--- config.mk ---
export PLATFORM = sky130hd
export DESIGN_NAME = seg_scan_ctrl
export DESIGN_NICKNAME = d
export VERILOG_FILES = /design/src/rtl/seg_scan_ctrl.sv
export SDC_FILE = /design/constraint.sdc
export NUM_CORES = 1
export LEC_CHECK = 0
export ABC_AREA = 1
export CORE_MARGIN = 4
export CORE_UTILIZATION = 35
export CTS_BUF_LIST = sky130_fd_sc_hd__clkbuf_8 sky130_fd_sc_hd__clkbuf_16
export CTS_CLUSTER_DIAMETER = 200
export DETAILED_ROUTE_END_ITERATION = 10
export PLACE_DENSITY = 0.54
export SETUP_SLACK_MARGIN = 0.02
export SYNTH_ARGS = -nofsm -noshare
export SYNTH_HDL_FRONTEND = slang
export SYNTH_SLANG_ARGS = --single-unit
--- constraint.sdc ---
create_clock -name clk -period 1.9 [get_ports clk]
set_clock_uncertainty 0.05 [all_clocks]
set_input_delay 0.38 -clock clk [delete_from_list [all_inputs] [get_ports clk]]
set_output_delay 0.38 -clock clk [all_outputs]
set_load 0.005 [all_outputs]
--- src/rtl/seg_scan_ctrl.sv ---
// -----------------------------------------------------------------------------
// seg_scan_ctrl
//
// Purpose:
//   Feeds the per-digit 7-segment decoder. ASCII bytes from the UART receiver
//   edit a NUM_DIGITS-wide hex digit buffer (edit_buf). That buffer is copied to
//   a display shadow (disp_buf) only at frame boundaries, so a half-typed value
//   is never visible. The shadow is time-multiplexed onto a 4-bit num bus. The
//   active-low digit selects lag num by one extra register stage, which matches
//   the decoder's one-cycle registered latency.
//
// Ports:
//   clk         in   clock
//   rst         in   synchronous, active-low reset
//   rx_data     in   received ASCII byte
//   rx_valid    in   rx_data valid
//   rx_ready    out  byte accepted on a cycle with rx_valid && rx_ready
//   num         out  digit value to the 7-seg decoder
//   digit_sel   out  active-low one-hot digit enable, aligned to decoder output
//   frame_tick  out  1-cycle pulse after every frame boundary
//   bad_char    out  1-cycle pulse after an accepted, unrecognised byte
//
// Handshake: a byte transfers on every rising edge where rx_valid and rx_ready
// are both high. rx_ready does not depend on rx_valid. It is low only in reset
// and on the first cycle after reset, and high after that. One byte can be
// accepted every cycle.
// -----------------------------------------------------------------------------
module seg_scan_ctrl #(
    parameter int NUM_DIGITS  = 4,
    parameter int SCAN_DIV    = 50000,
    parameter int DEAD_CYCLES = 2
) (
    input  logic                  clk,
    input  logic                  rst,
    input  logic [7:0]            rx_data,
    input  logic                  rx_valid,
    output logic                  rx_ready,
    output logic [3:0]            num,
    output logic [NUM_DIGITS-1:0] digit_sel,
    output logic                  frame_tick,
    output logic                  bad_char
);

    localparam int CW = (SCAN_DIV > 1) ? $clog2(SCAN_DIV) : 1;
    localparam int IW = $clog2(NUM_DIGITS);
    localparam int BW = 4 * NUM_DIGITS;

    localparam logic [CW-1:0] CNT_LAST = CW'(SCAN_DIV - 1);
    localparam logic [CW-1:0] CNT_DEAD = CW'(DEAD_CYCLES);
    localparam logic [IW-1:0] IDX_LAST = IW'(NUM_DIGITS - 1);

    // ------------------------------------------------------------------
    // State
    // ------------------------------------------------------------------
    logic                  rdy_q;
    logic [CW-1:0]         cnt_q,   cnt_d;
    logic [IW-1:0]         idx_q,   idx_d;
    logic [BW-1:0]         edit_q,  edit_d;
    logic [BW-1:0]         disp_q,  disp_d;
    logic                  dirty_q, dirty_d;
    logic                  ftick_q, ftick_d;
    logic                  bad_q,   bad_d;

    // Scan pipeline: stage 1 (num, en1, idx1), stage 2 (digit_sel)
    logic [3:0]            num_q,   num_d;
    logic                  en1_q,   en1_d;
    logic [IW-1:0]         idx1_q,  idx1_d;
    logic [NUM_DIGITS-1:0] sel_q,   sel_d;

    // ------------------------------------------------------------------
    // Byte decode
    // ------------------------------------------------------------------
    logic       accept;
    logic       is_hex;
    logic       is_bs;
    logic       is_esc;
    logic [3:0] hex_val;

    assign accept = rx_valid && rdy_q;
    assign is_bs  = (rx_data == 8'h08);
    assign is_esc = (rx_data == 8'h1B);

    always_comb begin
        is_hex  = 1'b0;
        hex_val = 4'h0;
        if (rx_data >= 8'h30 && rx_data <= 8'h39) begin
            is_hex  = 1'b1;
            hex_val = rx_data[3:0];
        end else if ((rx_data >= 8'h41 && rx_data <= 8'h46) ||
                     (rx_data >= 8'h61 && rx_data <= 8'h66)) begin
            // 'A'/'a' have 1 in their low nibble, so adding 9 gives 0xA..0xF
            is_hex  = 1'b1;
            hex_val = rx_data[3:0] + 4'd9;
        end
    end

    // ------------------------------------------------------------------
    // Prescaler and digit index
    // ------------------------------------------------------------------
    logic slot_end;
    logic frame_bnd;

    assign slot_end  = (cnt_q == CNT_LAST);
    // The frame boundary is the last cycle of the last slot, which is the
    // cycle in which idx wraps back to 0.
    assign frame_bnd = slot_end && (idx_q == IDX_LAST);

    always_comb begin
        cnt_d = cnt_q + CW'(1);
        idx_d = idx_q;
        if (slot_end) begin
            cnt_d = '0;
            idx_d = (idx_q == IDX_LAST) ? '0 : idx_q + IW'(1);
        end
    end

    // ------------------------------------------------------------------
    // Edit buffer, dirty flag and commit to the display shadow
    // ------------------------------------------------------------------
    always_comb begin
        edit_d  = edit_q;
        dirty_d = dirty_q;
        bad_d   = 1'b0;
        // The commit clears dirty. An edit accepted in the same cycle sets it
        // again (assigned later, so it wins). The new byte then shows up in
        // the next frame.
        if (frame_bnd) begin
            dirty_d = 1'b0;
        end
        if (accept) begin
            if (is_hex) begin
                edit_d  = {edit_q[BW-5:0], hex_val};
                dirty_d = 1'b1;
            end else if (is_bs) begin
                edit_d  = {4'h0, edit_q[BW-1:4]};
                dirty_d = 1'b1;
            end else if (is_esc) begin
                edit_d  = '0;
                dirty_d = 1'b1;
            end else begin
                bad_d = 1'b1;
            end
        end
    end

    // The commit reads edit_q, which is the buffer as it was before this
    // cycle's edit.
    always_comb begin
        disp_d = disp_q;
        if (frame_bnd && dirty_q) begin
            disp_d = edit_q;
        end
    end

    assign ftick_d = frame_bnd;

    // ------------------------------------------------------------------
    // Scan pipeline
    // ------------------------------------------------------------------
    // Stage 1: pick the current digit from the shadow. Also record whether
    // this slot is past its blanking window, and which digit that is.
    always_comb begin
        num_d = 4'h0;
        for (int k = 0; k < NUM_DIGITS; k++) begin
            if (idx_q == IW'(k)) begin
                num_d = disp_q[4*k +: 4];
            end
        end
    end

    assign en1_d  = (cnt_q >= CNT_DEAD);
    assign idx1_d = idx_q;

    // Stage 2: this select changes in the same cycle that the decoder's
    // registered segments for stage-1 num become valid.
    always_comb begin
        sel_d = '1;
        if (en1_q) begin
            for (int k = 0; k < NUM_DIGITS; k++) begin
                if (idx1_q == IW'(k)) begin
                    sel_d[k] = 1'b0;
                end
            end
        end
    end

    // ------------------------------------------------------------------
    // Registers
    // ------------------------------------------------------------------
    always_ff @(posedge clk) begin
        if (!rst) begin
            rdy_q   <= 1'b0;
            cnt_q   <= '0;
            idx_q   <= '0;
            edit_q  <= '0;
            disp_q  <= '0;
            dirty_q <= 1'b0;
            ftick_q <= 1'b0;
            bad_q   <= 1'b0;
            num_q   <= 4'h0;
            en1_q   <= 1'b0;
            idx1_q  <= '0;
            sel_q   <= '1;
        end else begin
            rdy_q   <= 1'b1;
            cnt_q   <= cnt_d;
            idx_q   <= idx_d;
            edit_q  <= edit_d;
            disp_q  <= disp_d;
            dirty_q <= dirty_d;
            ftick_q <= ftick_d;
            bad_q   <= bad_d;
            num_q   <= num_d;
            en1_q   <= en1_d;
            idx1_q  <= idx1_d;
            sel_q   <= sel_d;
        end
    end

    // ------------------------------------------------------------------
    // Outputs
    // ------------------------------------------------------------------
    assign rx_ready   = rdy_q;
    assign num        = num_q;
    assign digit_sel  = sel_q;
    assign frame_tick = ftick_q;
    assign bad_char   = bad_q;

endmodule

# Word level (Yosys, flattened, before mapping)
# Index checks and enable logic that the tools add are counted.
# word_totals
register_bits	65
elab_cells	70
input_bits	11
output_inout_bits	11
# op_classes
bitwise	2
n_mux	23
eq_ne	9
magnitude_cmp	7
n_reduce_logical	14
add_sub_neg	3
# ops
operator	count
two-way mux 16 bit	3
two-way mux 4 bit	6
adder 16 x 1 -> 16 bit, second input constant	1
== test 16 bit, second input constant	1
>= comparator 16 x 2 -> 1 bit, second input constant	1
>= comparator 8 x 7 -> 1 bit, second input constant	2
less-or-equal comparator 8 x 7 -> 1 bit, second input constant	2
two-way mux 1 bit	13
== test 2 bit, second input constant	4
== test 8 x 4 -> 1 bit, second input constant	1
== test 8 x 5 -> 1 bit, second input constant	1
>= comparator 8 x 6 -> 1 bit, second input constant	1
less-or-equal comparator 8 x 6 -> 1 bit, second input constant	1
logical AND 1 bit	6
adder 4 bit, second input constant	1
== test 2 x 1 -> 1 bit, second input constant	2
logical NOT 2 bit	2
AND reduction 2 bit	2
OR reduction 4 bit	1
nonzero test 3 bit	1
adder 2 x 1 -> 2 bit, second input constant	1
two-way mux 2 bit	1
inverter 1 bit	2
OR reduction 2 bit	1
logical OR 1 bit	1

# Longest topological paths before layout
# logic_depth
word_depth	7
depth_mapped	11
depth_no_buf	10

# Worst setup path after synthesis
# OpenSTA, ideal clock, no wires.
# synth_timing
path_type	in2reg
start	in rx_data[1]
end	reg edit_q[10]
n_path_buf	1
setup_ns	0.113
path_slack_ns	0.324
cell_stages	10
arrival_time_ns	1.414
t_required_ns	1.737
path_cell_list	inv_1 > ha_1 > nand3b_2 > nand3_2 > nand2_1 > buf_4 > nand2_1 > o21ai_0 > nor2_1 > nor2_1
# synth_between
elab_chain_cells	7
elab_cells_between_ends	18
classes_between	order compare: 6; eq/ne: 2; mux: 4; reduce/logical: 6
# synth_lines
item	line	text
start: declaration	35	input logic [7:0] rx_data,
>= comparator 8 x 7 -> 1 bit (tied with other cells)	89	end else if ((rx_data >= 8'h41 && rx_data <= 8'h46) ||
logical AND 1 bit, on equally long branches	89, 90	
logical OR 1 bit	89	
two-way mux 1 bit	89	
two-way mux 1 bit	86	if (rx_data >= 8'h30 && rx_data <= 8'h39) begin
nonzero test 3 bit (no source line)	-	
AND reduction 2 bit (no source line)	-	
end signal: assignment	208	edit_q <= edit_d;
end: declaration	58	logic [BW-1:0] edit_q, edit_d;
# Several ways; a longest one is shown, not always the timed one.
# A chain may end at the register's enable or synchronous reset.

# Worst setup path after layout
# layout_timing
start	in rx_data[0]
end	reg edit_q[4]
# Same word-level chain as after synthesis.

==> results.yml <==
status:
  outcome: "completed"
die:
  die_h_um: 103
  coreArea_mm2: 0.00876
  die_x_um: 103
  fp-row-count: 34
  initial_core_util_pct: 36.1
  io_pins: 22
  dieArea_mm2: 0.0106
synthesis:
  synth_cell_types: 36
  synth_seq_area_share_pct: 41.2
  yosys_warnings: 0
  ys_seq_elements: 65
  ys_top_cells_by_area: "dfxtp_1 41%, nand2_1 14%, inv_1 7.2%, nor2_1 6.2%, a21oi_1 4.9%"
  async_flop_share_pct: 0
  synth_cells: 442
  synth.top_cell.area_share_pct: 41.2
  avgSynthCellArea_um2: 7.15
  syn_nets: 462
  synth_enable_flop_cells: 0
  yosysTopAreaCell: "dfxtp_1"
  synth_top_flop_cell: "dfxtp_1"
  syn_area_mm2: 0.00316
clock_tree:
  cts_buffer_depth: 2
  cts_tree: "built"
  h-tree-depth: 3
  clockRootBuffer: "clkbuf_8"
  insertion_delay_ns: 0.34
  numCtsBuffers: 9
  clkTransAtPathRegs_ns: 0.07
  clock_sinks: 65
  cts.hold.buffers_added: 0
setup_path:
  crit_arrival_ns: 1.96
  required_ns: 2.09
  path_cells: "clkdlybuf4s50_1 > buf_4 > ha_1 > nand3_1 > nor2_2 > nor2_2 > nand3_4 > nand2_8 > nand2_1 > nand2_1 > nor2_1"
  slowest_stage: "clkdlybuf4s50_1"
  crit_path_end_kind: "flop"
  slowest_delay_ns: 0.46
  crit_fanout: 30
  critical-path-top-delay-family: "simple AND/OR/NAND/NOR gates"
  path_buf_inv: 2
  startpoint_type: "primary input"
  critPathKind: "in2reg"
finish:
  drive_above_1_share_pct: 14.4
  antenna_cells: 0
  final_area_mm2: 0.00386
  nets: 501
  area_growth_pct: 22.1
global_route:
  grt_pass1_wl_um: 11400
  grt-ovfl-total: 0
  grt_usage_pct: 13.7
  antenna_found_initial: 0
  grt_max_degree: 31
  grt_pass1_vias: 2449
place:
  io_buffers: 21
  hpwl_um: 4730
  gp_congestion: 0.780
  dpl-instance-area_mm2: 0.00359
sta:
  fin_crit_sh_pct: 93.3
  slew_violations: 0
  worst_pin_slew_ns: 0.299
  hold_violations: 0
  setup_violations: 0
  rsz0062_at_grt: "true"
  relSlewSlack_pct: 80.1
  timing.fmax_ghz: 0.564
  period_minus_slack_ns: 1.77
  whs_ns: 0.375
hold_path:
  hp-class: "reg2reg"
power_and_ir_drop:
  powerDensity_mw_per_mm2: 755
  irDropWorstVdd_mv: 0.320
  leakagePower_uw: 0.00175
routing:
  drtPass1Iterations: 4
  drtIter0Drc: 117
  ant_nets: 0
  vias: 2750
  wl_per_cell_um: 11.2
  drc_errors: 0
  finalWirelength_um: 6640
  routed_via_density: 4.63
run:
  drv_cap: 0
-- area by class of cell --
class | instances | area, µm²
clock buffer | 10 | 138
clock inverter | 6 | 90.1
fill | 920 | 4900
inverter | 66 | 248
multi-input combinational | 298 | 1560
sequential | 65 | 1300
tap | 108 | 135
timing repair buffer | 41 | 385
-- sequential cells by signal (all words and copies together) (netlist names) --
register,count
bad_char,1
edit_q,16
digit_sel,4
en1_q,1
idx1_d,2
num,4
idx1_q,2
cnt_q,16
disp_q,16
rx_ready,1
frame_tick,1
dirty_q,1
-- final timing paths --
check                  start      endpoint  slack (ns)  cells past startpoint
hold reg to reg    idx1_q[1]  digit_sel[2]        0.38                      1
hold / removal     idx1_q[1]  digit_sel[2]        0.38                      1
setup reg to reg    cnt_q[1]      cnt_q[7]        0.21                     10
setup / recovery  rx_data[0]     edit_q[4]        0.13                     11
-- synthesized netlist by cell type (3+ instances only) --
master    count
dfxtp_1      65
nand3_2       3
nor3_1        4
nand4_1       5
a21oi_2      10
o21ai_0      18
nand3_1      19
xor2_1        4
buf_6         4
clkbuf_1      4
nor2_1       52
ha_1          9
buf_4         3
a21oi_1      31
nor2_2        4
inv_2         4
inv_1        61
nand2_1     116
a211oi_1      3
nor4_1        3
-- placed cells by master (no fill, tap or decap), drive strengths merged, types with 2 or more instances in the layout --
cell           synthesis  routed
nand2                119     119
o21ai                 18      18
nand3                 23      23
nor3                   5       5
clkinv                 1       3
nor4                   3       3
dfxtp                 65      65
buf                    9      20
xor2                   4       4
or2                    3       3
bufinv                 0       2
a21oi                 41      41
o211ai                 2       2
inv                   65      66
ha                     9       9
clkdlybuf4s50          0      21
a211oi                 3       3
nand4                  6       6
clkbuf                 4      10
nor2                  57      57
-- worst register-to-register path, cell delays in order, from the launching register on --
cell and delay, ns:
dfxtp_1 0.39, ha_1 0.19, nand2_1 0.08, inv_2 0.06
nand2_1 0.09, nor2_1 0.12, nand2_1 0.15, nand2_1 0.14
buf_12 0.15, a21oi_1 0.05, o21a_1 0.11
-- what timing repair did --
| item | in CTS | in global routing |
|---|---|---|
| endpoints found under the setup margin | 0 | 16 |
| setup buffers | 0 | 0 |
| gates resized for setup | 0 | 8 |
-- cell families (layout without fill, tap and decap cells) --
group	count (synthesis)	in the layout	synth area share, %
buffers and inverters	79	123	10.8
adders and majority gates	9	9	3.56
and+or+nand+nor	218	218	31.0
AOI/OAI and AO/OA	66	66	12.2
xor gates and xnor gates	5	5	1.39
DFF	65	65	41.2
-- routing by layer --
layer | global-route usage, % | routed length (µm) | share of wire (%)
met1 | 19.5 | 3400 | 51
met2 | 19.8 | 2790 | 42
met3 | 3.45 | 303 | 4.6
met4 | 5.68 | 138 | 2.1
met5 | 0 | 0 | 0
-- power breakdown --
group,switching (µW),internal [µW]
Combinational,96.3,81.0
Clock,566,779
Sequential,12.3,1380
-- stage by stage --
step                setup TNS [ns]  power [µW]  setup WS (ns)  std cells  util, %
floorplan                        0        1510          0.324        442        -
global placement             -4.36        1590         -0.268        578     40.9
detailed placement           -4.89        1590         -0.289        578     40.9
CTS                              0        2940         0.0816        594     43.5
global route                     0        3030        0.00727        594     44.0
finish                           0        2910          0.127        594     44.0
(Power assumes the default switching activity.)
